===== config.mk =====
export PLATFORM = sky130hd
export DESIGN_NAME = collatz_range_multi
export DESIGN_NICKNAME = d
export VERILOG_FILES = /design/src/rtl/collatz_range_multi.sv
export SDC_FILE = /design/constraint.sdc
export NUM_CORES = 2
export LEC_CHECK = 0
export BUFFER_PORTS_ARGS = -buffer_cell sky130_fd_sc_hd__buf_2
export CORE_ASPECT_RATIO = 2
export CORE_MARGIN = 4
export CORE_UTILIZATION = 35
export CTS_CLUSTER_DIAMETER = 80
export DETAILED_ROUTE_END_ITERATION = 8
export GPL_TIMING_DRIVEN = 1
export SYNTH_ARGS = -nofsm -noshare
export SYNTH_HDL_FRONTEND = slang
export SYNTH_SLANG_ARGS = --single-unit

===== constraint.sdc =====
create_clock -name clk -period 17.83 [get_ports clk]
set_clock_uncertainty 0.05 [all_clocks]
set_input_delay 0.8915 -clock clk [delete_from_list [all_inputs] [get_ports clk]]
set_output_delay 0.8915 -clock clk [all_outputs]
set_load 0.02 [all_outputs]

===== src/rtl/collatz_range_multi.sv =====
// collatz_range_multi
// Computes Collatz iteration counts for RAM_WORDS consecutive start values.
// NCH units run in parallel. Each batch is loaded in LAUNCH, iterated in RUN,
// and written to the result RAM one unit per cycle in WRITE. The running
// maximum and the overflow flag are updated only while writing.
module collatz_range_multi #(
   parameter int WIDTH     = 32,
   parameter int CW        = 16,
   parameter int RAM_WORDS = 256,
   parameter int ADDR_BITS = 8,
   parameter int NCH       = 4
) (
   input  logic                 clk,
   input  logic                 reset,
   input  logic                 go,
   input  logic [WIDTH-1:0]     start,
   output logic                 busy,
   output logic                 done,
   input  logic [ADDR_BITS-1:0] rd_addr,
   output logic [CW-1:0]        rd_data,
   output logic [CW-1:0]        max_count,
   output logic [ADDR_BITS-1:0] max_index,
   output logic                 ovf
);

   localparam int KW = (NCH > 1) ? $clog2(NCH) : 1;  // write-slot counter width
   localparam int BW = ADDR_BITS + 1;                // base can reach RAM_WORDS

   typedef enum logic [2:0] {
      S_IDLE,
      S_LAUNCH,
      S_RUN,
      S_WRITE,
      S_FINISH
   } state_t;

   state_t r_state, w_next;

   // Control registers
   logic [WIDTH-1:0]     r_start;
   logic [BW-1:0]        r_base;
   logic [KW-1:0]        r_k;
   logic                 r_busy, r_done, r_ovf;
   logic [CW-1:0]        r_max;
   logic [ADDR_BITS-1:0] r_max_idx;
   logic [CW-1:0]        r_rd_data;

   // Per-unit iteration state
   logic [WIDTH-1:0]     r_n   [NCH];
   logic [CW-1:0]        r_cnt [NCH];
   logic [NCH-1:0]       r_fin;
   logic [NCH-1:0]       r_uovf;

   // Result storage
   logic [CW-1:0]        r_ram [RAM_WORDS];

   // Per-unit combinational helpers
   logic [WIDTH-1:0]     w_load    [NCH];
   logic [WIDTH+1:0]     w_tri     [NCH];
   logic [CW-1:0]        w_cnt_inc [NCH];

   logic                 w_all_fin;
   logic                 w_k_last;
   logic                 w_base_last;
   logic [ADDR_BITS-1:0] w_waddr;
   logic [CW-1:0]        w_wcnt;

   assign w_all_fin   = &r_fin;
   assign w_k_last    = (r_k == KW'(NCH - 1));
   assign w_base_last = (r_base == BW'(RAM_WORDS - NCH));
   assign w_waddr     = r_base[ADDR_BITS-1:0] + ADDR_BITS'(r_k);
   assign w_wcnt      = r_cnt[r_k];

   // Per-unit load value, 3n+1 at two extra bits, and saturating count increment
   always_comb begin
      for (int k = 0; k < NCH; k++) begin
         w_load[k]    = r_start + WIDTH'(r_base) + WIDTH'(k);
         w_tri[k]     = {2'b00, r_n[k]} + {1'b0, r_n[k], 1'b0} + (WIDTH+2)'(1);
         w_cnt_inc[k] = (r_cnt[k] == '1) ? r_cnt[k] : r_cnt[k] + CW'(1);
      end
   end

   // State register
   always_ff @(posedge clk or posedge reset) begin
      // NOTE: sequential state uses non-blocking assignments so every register samples pre-edge values
      if (reset) r_state <= S_IDLE;
      else       r_state <= w_next;
   end

   // Next-state logic
   always_comb begin
      // NOTE: default assigned first so every path drives w_next and no latch is inferred
      w_next = r_state;
      case (r_state)
         S_IDLE:   if (go) w_next = S_LAUNCH;
         S_LAUNCH: w_next = S_RUN;
         S_RUN:    if (w_all_fin) w_next = S_WRITE;
         S_WRITE:  if (w_k_last) w_next = w_base_last ? S_FINISH : S_LAUNCH;
         S_FINISH: w_next = S_IDLE;
         default:  w_next = S_IDLE;
      endcase
   end

   // Run control: start latch, batch base, write slot, max tracking, busy/done
   always_ff @(posedge clk or posedge reset) begin
      if (reset) begin
         r_start   <= '0;
         r_base    <= '0;
         r_k       <= '0;
         r_busy    <= 1'b0;
         r_done    <= 1'b0;
         r_ovf     <= 1'b0;
         r_max     <= '0;
         r_max_idx <= '0;
      end else begin
         case (r_state)
            S_IDLE: begin
               if (go) begin
                  r_start   <= start;
                  r_base    <= '0;
                  r_max     <= '0;
                  r_max_idx <= '0;
                  r_ovf     <= 1'b0;
                  r_done    <= 1'b0;
                  r_busy    <= 1'b1;
               end
            end
            S_LAUNCH: r_k <= '0;
            S_WRITE: begin
               // Strict greater-than keeps the lowest index on ties
               if (w_wcnt > r_max) begin
                  r_max     <= w_wcnt;
                  r_max_idx <= w_waddr;
               end
               if (r_uovf[r_k]) r_ovf <= 1'b1;
               if (w_k_last) begin
                  r_k <= '0;
                  if (!w_base_last) r_base <= r_base + BW'(NCH);
               end else begin
                  r_k <= r_k + KW'(1);
               end
            end
            S_FINISH: begin
               r_busy <= 1'b0;
               r_done <= 1'b1;
            end
            default: ;
         endcase
      end
   end

   // Iteration units: load in LAUNCH, one Collatz step per cycle in RUN
   always_ff @(posedge clk or posedge reset) begin
      if (reset) begin
         for (int k = 0; k < NCH; k++) begin
            r_n[k]   <= '0;
            r_cnt[k] <= '0;
         end
         r_fin  <= '0;
         r_uovf <= '0;
      end else if (r_state == S_LAUNCH) begin
         for (int k = 0; k < NCH; k++) begin
            r_n[k]    <= w_load[k];
            // n=0 has count 0; n=0 and n=1 are finished on load
            r_cnt[k]  <= (w_load[k] == '0) ? '0 : CW'(1);
            r_fin[k]  <= (w_load[k] <= WIDTH'(1));
            r_uovf[k] <= 1'b0;
         end
      end else if (r_state == S_RUN) begin
         for (int k = 0; k < NCH; k++) begin
            if (!r_fin[k]) begin
               if (r_n[k][0]) begin
                  if (w_tri[k][WIDTH+1:WIDTH] != 2'b00) begin
                     // 3n+1 does not fit in WIDTH bits: stop with all-ones count
                     r_fin[k]  <= 1'b1;
                     r_cnt[k]  <= '1;
                     r_uovf[k] <= 1'b1;
                  end else begin
                     r_n[k]   <= w_tri[k][WIDTH-1:0];
                     r_cnt[k] <= w_cnt_inc[k];
                  end
               end else begin
                  r_n[k]   <= r_n[k] >> 1;
                  r_cnt[k] <= w_cnt_inc[k];
                  r_fin[k] <= (r_n[k] == WIDTH'(2));
               end
            end
         end
      end
   end

   // Result RAM write port, one unit per WRITE cycle
   always_ff @(posedge clk) begin
      // NOTE: RAM has no reset so it maps to block memory; contents survive reset
      if (r_state == S_WRITE) r_ram[w_waddr] <= w_wcnt;
   end

   // Registered read port, continuously reading rd_addr
   always_ff @(posedge clk or posedge reset) begin
      if (reset) r_rd_data <= '0;
      else       r_rd_data <= r_ram[rd_addr];
   end

   assign busy      = r_busy;
   assign done      = r_done;
   assign rd_data   = r_rd_data;
   assign max_count = r_max;
   assign max_index = r_max_idx;
   assign ovf       = r_ovf;

endmodule


* Word level (Yosys, flattened, before mapping)
Memory sizes are Yosys's and may differ from the RTL's. A register that Yosys moved wholly into a read port is not among the register bits.
Cells that the tools add are included.
** Word-level totals
- Bits in registers :: 273
- Bits in writable memories :: 4096
- Input bits :: 43
- Output and inout port bits :: 43
- Memories :: 1
** Memory list
- r_ram :: depth 256, width 16, rd ports 1, clocked after Yosys merged registers in 1, write ports 1, RTL line 55 : logic [CW-1:0] r_ram [RAM_WORDS];
** Operators by class
- Add/sub/neg operators :: 19
- Order comparisons :: 7
- Eq/ne operators :: 28
- Muxes and demuxes :: 94
- Bitwise operators :: 1
- Reductions and logical operators :: 40
** Operators with widths (number)
- 32-bit 2-to-1 mux :: 12
- 16-bit 2-to-1 mux :: 20
- 128-bit 2-to-1 mux :: 2
- 32-bit by 33-bit adder with 34-bit output :: 4
- 34-bit by 1-bit adder with 34-bit output, second input constant :: 4
- 32-bit by 2-bit equality test with 1-bit output, second input constant :: 4
- 32-bit by 1-bit <= comparator with 1-bit output, second input constant :: 4
- 32-bit zero test :: 4
- 64-bit 2-to-1 mux :: 2
- 16-bit by 1-bit adder with 16-bit output, second input constant :: 4
- 32-bit by 2-bit adder with 32-bit output, second input constant :: 2
- 16-bit equality test, second input constant :: 4
- 1-bit 2-to-1 mux :: 34
- 32-bit by 1-bit adder with 32-bit output, second input constant :: 1
- 32-bit by 9-bit adder with 32-bit output :: 1
- 16-bit binary-select mux with 2-bit select :: 1
- 16-bit one-hot mux with 2 select lines :: 1
- 2-bit nonzero test :: 16
- 9-bit 2-to-1 mux :: 3
- 4-bit AND reduction :: 6
- 3-bit AND reduction :: 7
- 9-bit one-hot mux with 2 select lines :: 1
- 16-bit > comparator :: 1
- 4-bit 2-to-1 mux :: 4
- 24 further kinds :: 47

* Logic depth before layout (Yosys ltp)
- Depth after elaboration :: 8
- Gate-level depth with buffers :: 16
- Gate-level depth less buffers :: 14

* Worst setup path after synthesis
Ideal clock, no wire load.
- Path kind :: flip-flop to flip-flop
- Start :: register r_k[0]
- End :: register r_max[10] (netlist: max_count[10])
- Data arrival time :: 5703 ps
- Required time :: 17697 ps
- Path slack :: 11994 ps
- Stages on the path, launching flop included :: 16
- Period minus slack after synthesis :: 5836 ps
- Cell sequence :: dfrtp_1 buf_1 mux4_2 ha_1 nor2b_1 o21a_1 o21a_1 o21a_1 o21a_1 o21ai_0 nand2b_1 a21oi_1 o31ai_1 a31oi_1 clkbuf_1 mux2i_1
** Between the ends
- Word-level cells in the longest chain between the ends :: 7
- Elaborated cells on any way between the ends :: 9
- Those cells by class :: order compare: 1; eq/ne: 1; mux: 5; bitwise: 1; reduce/logical: 1
** RTL lines
- start, declared :: RTL line 42 : logic [KW-1:0] r_k;
- start signal, assigned :: RTL line 140 : r_k <= r_k + KW'(1);
- 2-bit inverter with 3-bit output (implied by the code) :: RTL line 72 : assign w_wcnt = r_cnt[r_k];
- 16-bit binary-select mux with 2-bit select :: RTL line 72
- 16-bit 2-to-1 mux (implied by the code) (2 in a row) :: RTL line 72
- named net w_wcnt[1] :: RTL line 66 : logic [CW-1:0] w_wcnt;
- 16-bit > comparator :: RTL line 131 : if (w_wcnt > r_max) begin
- 2-bit != test (no source line)
- 3-bit AND reduction (no source line)
- end signal, assigned :: RTL line 132 : r_max <= w_wcnt;
- end, declared :: RTL line 44 : logic [CW-1:0] r_max;
The timed path passes the listed nets, and every way through them passes these cells. The select of a mux whose other input is x is not followed.
A chain may end at the register's enable or synchronous reset.

==> impl_metrics.csv <==
group,metric,value,unit
synth,synthTopCellsByCount,"edfxtp_1 (4096), mux4_2 (1377), nor2_1 (485)",
worst_setup_path,cp-end-kind,"flip-flop",
detailed_routing,drt_pass1_iterations,6,
floorplanning,rows,374,
synth,syn_avg_cell_area,19.6,sq um
clock_tree,post_cts_buffers,0,
worst_setup_path,cpPeakStageDelay,0.98,ns
sta,fmax,166,MHz
synth,syn_inst,9263,
flow_run,maxCapViolCount,0,
outcome,violations,"max-slew violations",
hold_path,holdCritPathClass,"in2reg",
global_route,grtUsageMet1,20.5,%
worst_setup_path,path_class,"in2reg",
worst_setup_path,critPathLaunch,"rd_addr[1]",
worst_setup_path,arrival,6.81,ns
clock_tree,clk_pin_slew,0.07,ns
pwr,total_power,32.7,mW
layout,final_util,39.7,%
layout,drive_gt1_share,25.5,%
floorplanning,ios,86,
floorplanning,core_area,518000,sq um
sta,layout_min_cycle_time,6.02,ns
sta,hold-worst-slack,0.101,ns
sta,setup_viol,0,
detailed_routing,drc,0,
sta,worst_pin_slew,1.56,ns
worst_setup_path,cp_top_family,"buffers and inverters",
sta,tns,0,ns
synth,synth.area.top_cells,"edfxtp_1 (68%), mux4_2 (17%), dfrtp_1 (3.9%), ha_1 (1.7%), nor2_1 (1.0%)",
worst_setup_path,path_buf_inv,4,
worst_setup_path,startpoint_type,"input pin",
worst_setup_path,cpMaxStageDelayCell,"buf_4",
clock_tree,cts-root-buf,"clkbuf_16",
layout,finish.instance_area,206000,sq um
worst_setup_path,path_max_fanout,126,
worst_setup_path,reg2reg_from,"r_base[7]$_DFFE_PP0P_",
floorplanning,dieHeight,1030,um
detailed_routing,drt-initial-drc-count,9704,
global_route,grt_use_met3,2.08,%
global_route,grt_usage,19.4,%
pwr,vdd_ir_drop_max,0.177,mV
synth,synth_seq_area_share,71.6,%
detailed_routing,wl,527000,um
global_route,grt_pass1_vias,99102,
layout,finalNetCount,9925,
synth,syn_nets,9552,
worst_setup_path,crit_end,"rd_data[13]$_DFF_PP0_",
global_route,grt-ovfl-total,0,
sta,rsz0062_at_grt,"no",
layout,final_cells,17033,
pwr,powerDensity,159,nW/um^2
worst_setup_path,cp_data_required_time,18.63,ns
detailed_routing,wire_per_inst,31.0,um
placement,gp_congestion,0.952,
worst_setup_path,reg2reg_depth,13,
placement,pre_cts_slack,10.72,ns
worst_setup_path,path_cells,"buf_8 > buf_12 > buf_4 > buf_4 > mux4_2 > mux4_2 > mux4_2 > mux4_2",
clock_tree,cts_tree,"built",
global_route,grt_pass1_wl,744000,um
synth,mappedNetlistArea,182000,sq um
clock_tree,cts.path.max_buffers,4,
clock_tree,cts.htree.levels,5,
placement,dp_hpwl,341000,um
placement,dpl-instance-area,192000,sq um
detailed_routing,drtAntennaViolNets,0,
global_route,grt_max_degree,177,
synth,yosys.area.top_type,"edfxtp_1",
synth,synthDominantCellAreaShare,67.6,%
outcome,status,"finished, violations left",
synth,ys.warnings.count,0,
clock_tree,cts.sinks,4383,
synth,synth_cell_type_count,91,
synth,ys.flop_type,"edfxtp_1",
worst_setup_path,r2r-end,"r_cnt[16]$_DFFE_PP0P_",
worst_setup_path,cp_num_cells,8,
detailed_routing,routed_via_density,5.55,
placement,io_buffer_count,85,
global_route,grt_busiest_layer,"met2",
global_route,grtUsageMet2,36.4,%
synth,async_flop_share,6.55,%
sta,hold_violations,0,
detailed_routing,vias,94608,
sta,worst_slack,11.81,ns
worst_setup_path,r2r_setup_slack,11.90,ns
synth,synth_edf_count,4096,
clock_tree,clock_latency,0.95,ns
synth,synth_seq_cells,4383,
synth,synth.most_common_cell,"edfxtp_1",
global_route,antenna_found_initial,45,
floorplanning,die_w,518,um
sta,min_period_over_period,33.8,%
floorplanning,initial_core_util,35.1,%
sta,final_max_slew_viol_count,60,
clock_tree,cts_made_buffers,373,
worst_setup_path,crit_path_frequent_cell,"mux4_2",
placement,dp.cells,16028,
layout,area_growth,13.2,%
sta,relSlewSlack,-4.08,%
pwr,leakage,65.6,nW
floorplanning,dieArea,532000,sq um
==> power by group <==
part | internal [mW] | switching [mW] | leakage, nW | total (mW)
registers | 14.5 | 0.550 | 40.4 | 15.0
logic | 2.45 | 6.71 | 19.1 | 9.16
clock network | 4.65 | 3.86 | 6.10 | 8.51
total | 21.6 | 11.1 | 65.6 | 32.7
==> worst min-delay path by stage <==
stage                           from                       to  slack, ns  cells after the start
6_report                   start[27]  r_start[27]$_DFFE_PP0P_       0.10                      3
5_1_grt                    start[31]  r_start[31]$_DFFE_PP0P_       0.08                      3
4_1_cts                     start[8]   r_start[8]$_DFFE_PP0P_       0.01                      3
3_5_place_dp   r_uovf[0]$_DFFE_PP0P_    r_uovf[0]$_DFFE_PP0P_       0.41                      2
3_3_place_gp   r_uovf[3]$_DFFE_PP0P_    r_uovf[3]$_DFFE_PP0P_       0.41                      2
2_1_floorplan  r_uovf[2]$_DFFE_PP0P_    r_uovf[2]$_DFFE_PP0P_       0.39                      2
==> worst reg2reg max path, stage by stage (launching register included) <==
cell      delay, ns
dfrtp_1        0.74
ha_1           0.45
a211oi_2       0.39
o22ai_1        0.15
buf_4          0.22
o211a_1        0.31
nand3_1        0.13
xor2_1         1.10
nand2b_1       0.59
nor3_2         0.12
xnor2_1        0.34
or4_1          0.65
nor4_2         0.40
a31oi_1        0.15
==> kinds of logic (layout without fill, tap and decap cells) <==
kind of cell / count (synthesis) / count (layout) / synth area share, %
AO/OA/AOI/OAI: 916 / 916 / 3.37
flip-flops: 4383 / 4383 / 71.6
other: 0 / 311 / 0
buffers and inverters: 683 / 1374 / 1.43
XOR/XNOR: 246 / 246 / 1.20
adder cells (fa/ha/maj): 246 / 246 / 1.71
multiplexers: 1411 / 1411 / 17.2
AND/OR/NAND/NOR: 1378 / 1378 / 3.51
==> area by class of cell <==
type	count	area (sq um)
Timing Repair Buffer	492	3660
Inverter	189	717
Fill cell	45366	312000
Sequential cell	4383	130000
Clock buffer	443	9700
Antenna cell	311	778
Tap cell	6768	8470
Clock inverter	250	2930
Multi-Input combinational cell	4197	49500
==> cells in the final DEF (no fill, tap or decap), types with 137 or more instances in the layout <==
master and count:
dfrtp_1 287, nand3_1 137, clkbuf_16 374, o21ai_0 145
a21oi_1 197, nor2_1 437, inv_1 188, edfxtp_1 4096
buf_4 398, mux4_2 1361, ha_1 242, diode_2 311
nand2_1 377, xnor2_1 152
==> per-layer routing <==
layer,vias up,wire length (um)
met5,-,37
li1,39254,-
met4,6,38700
met3,1073,25800
met1,50711,174000
met2,3564,289000
==> timing repair <==
item,4_1_cts,5_1_grt
endpoints found under the hold margin,70,0
gates resized for setup,0,0
hold buffers,1,0
==> sequential cells by signal, indices dropped and copies added, names as in the netlist <==
name and cells:
r_base 7, r_k 2, max_index 8, r_fin 4, ovf 1, r_cnt 64, rd_data 16, r_ram 4096
busy 1, r_start 32, r_n 128, r_state 3, r_uovf 4, done 1, max_count 16
Note: power is estimated with default switching activity, not from simulation.
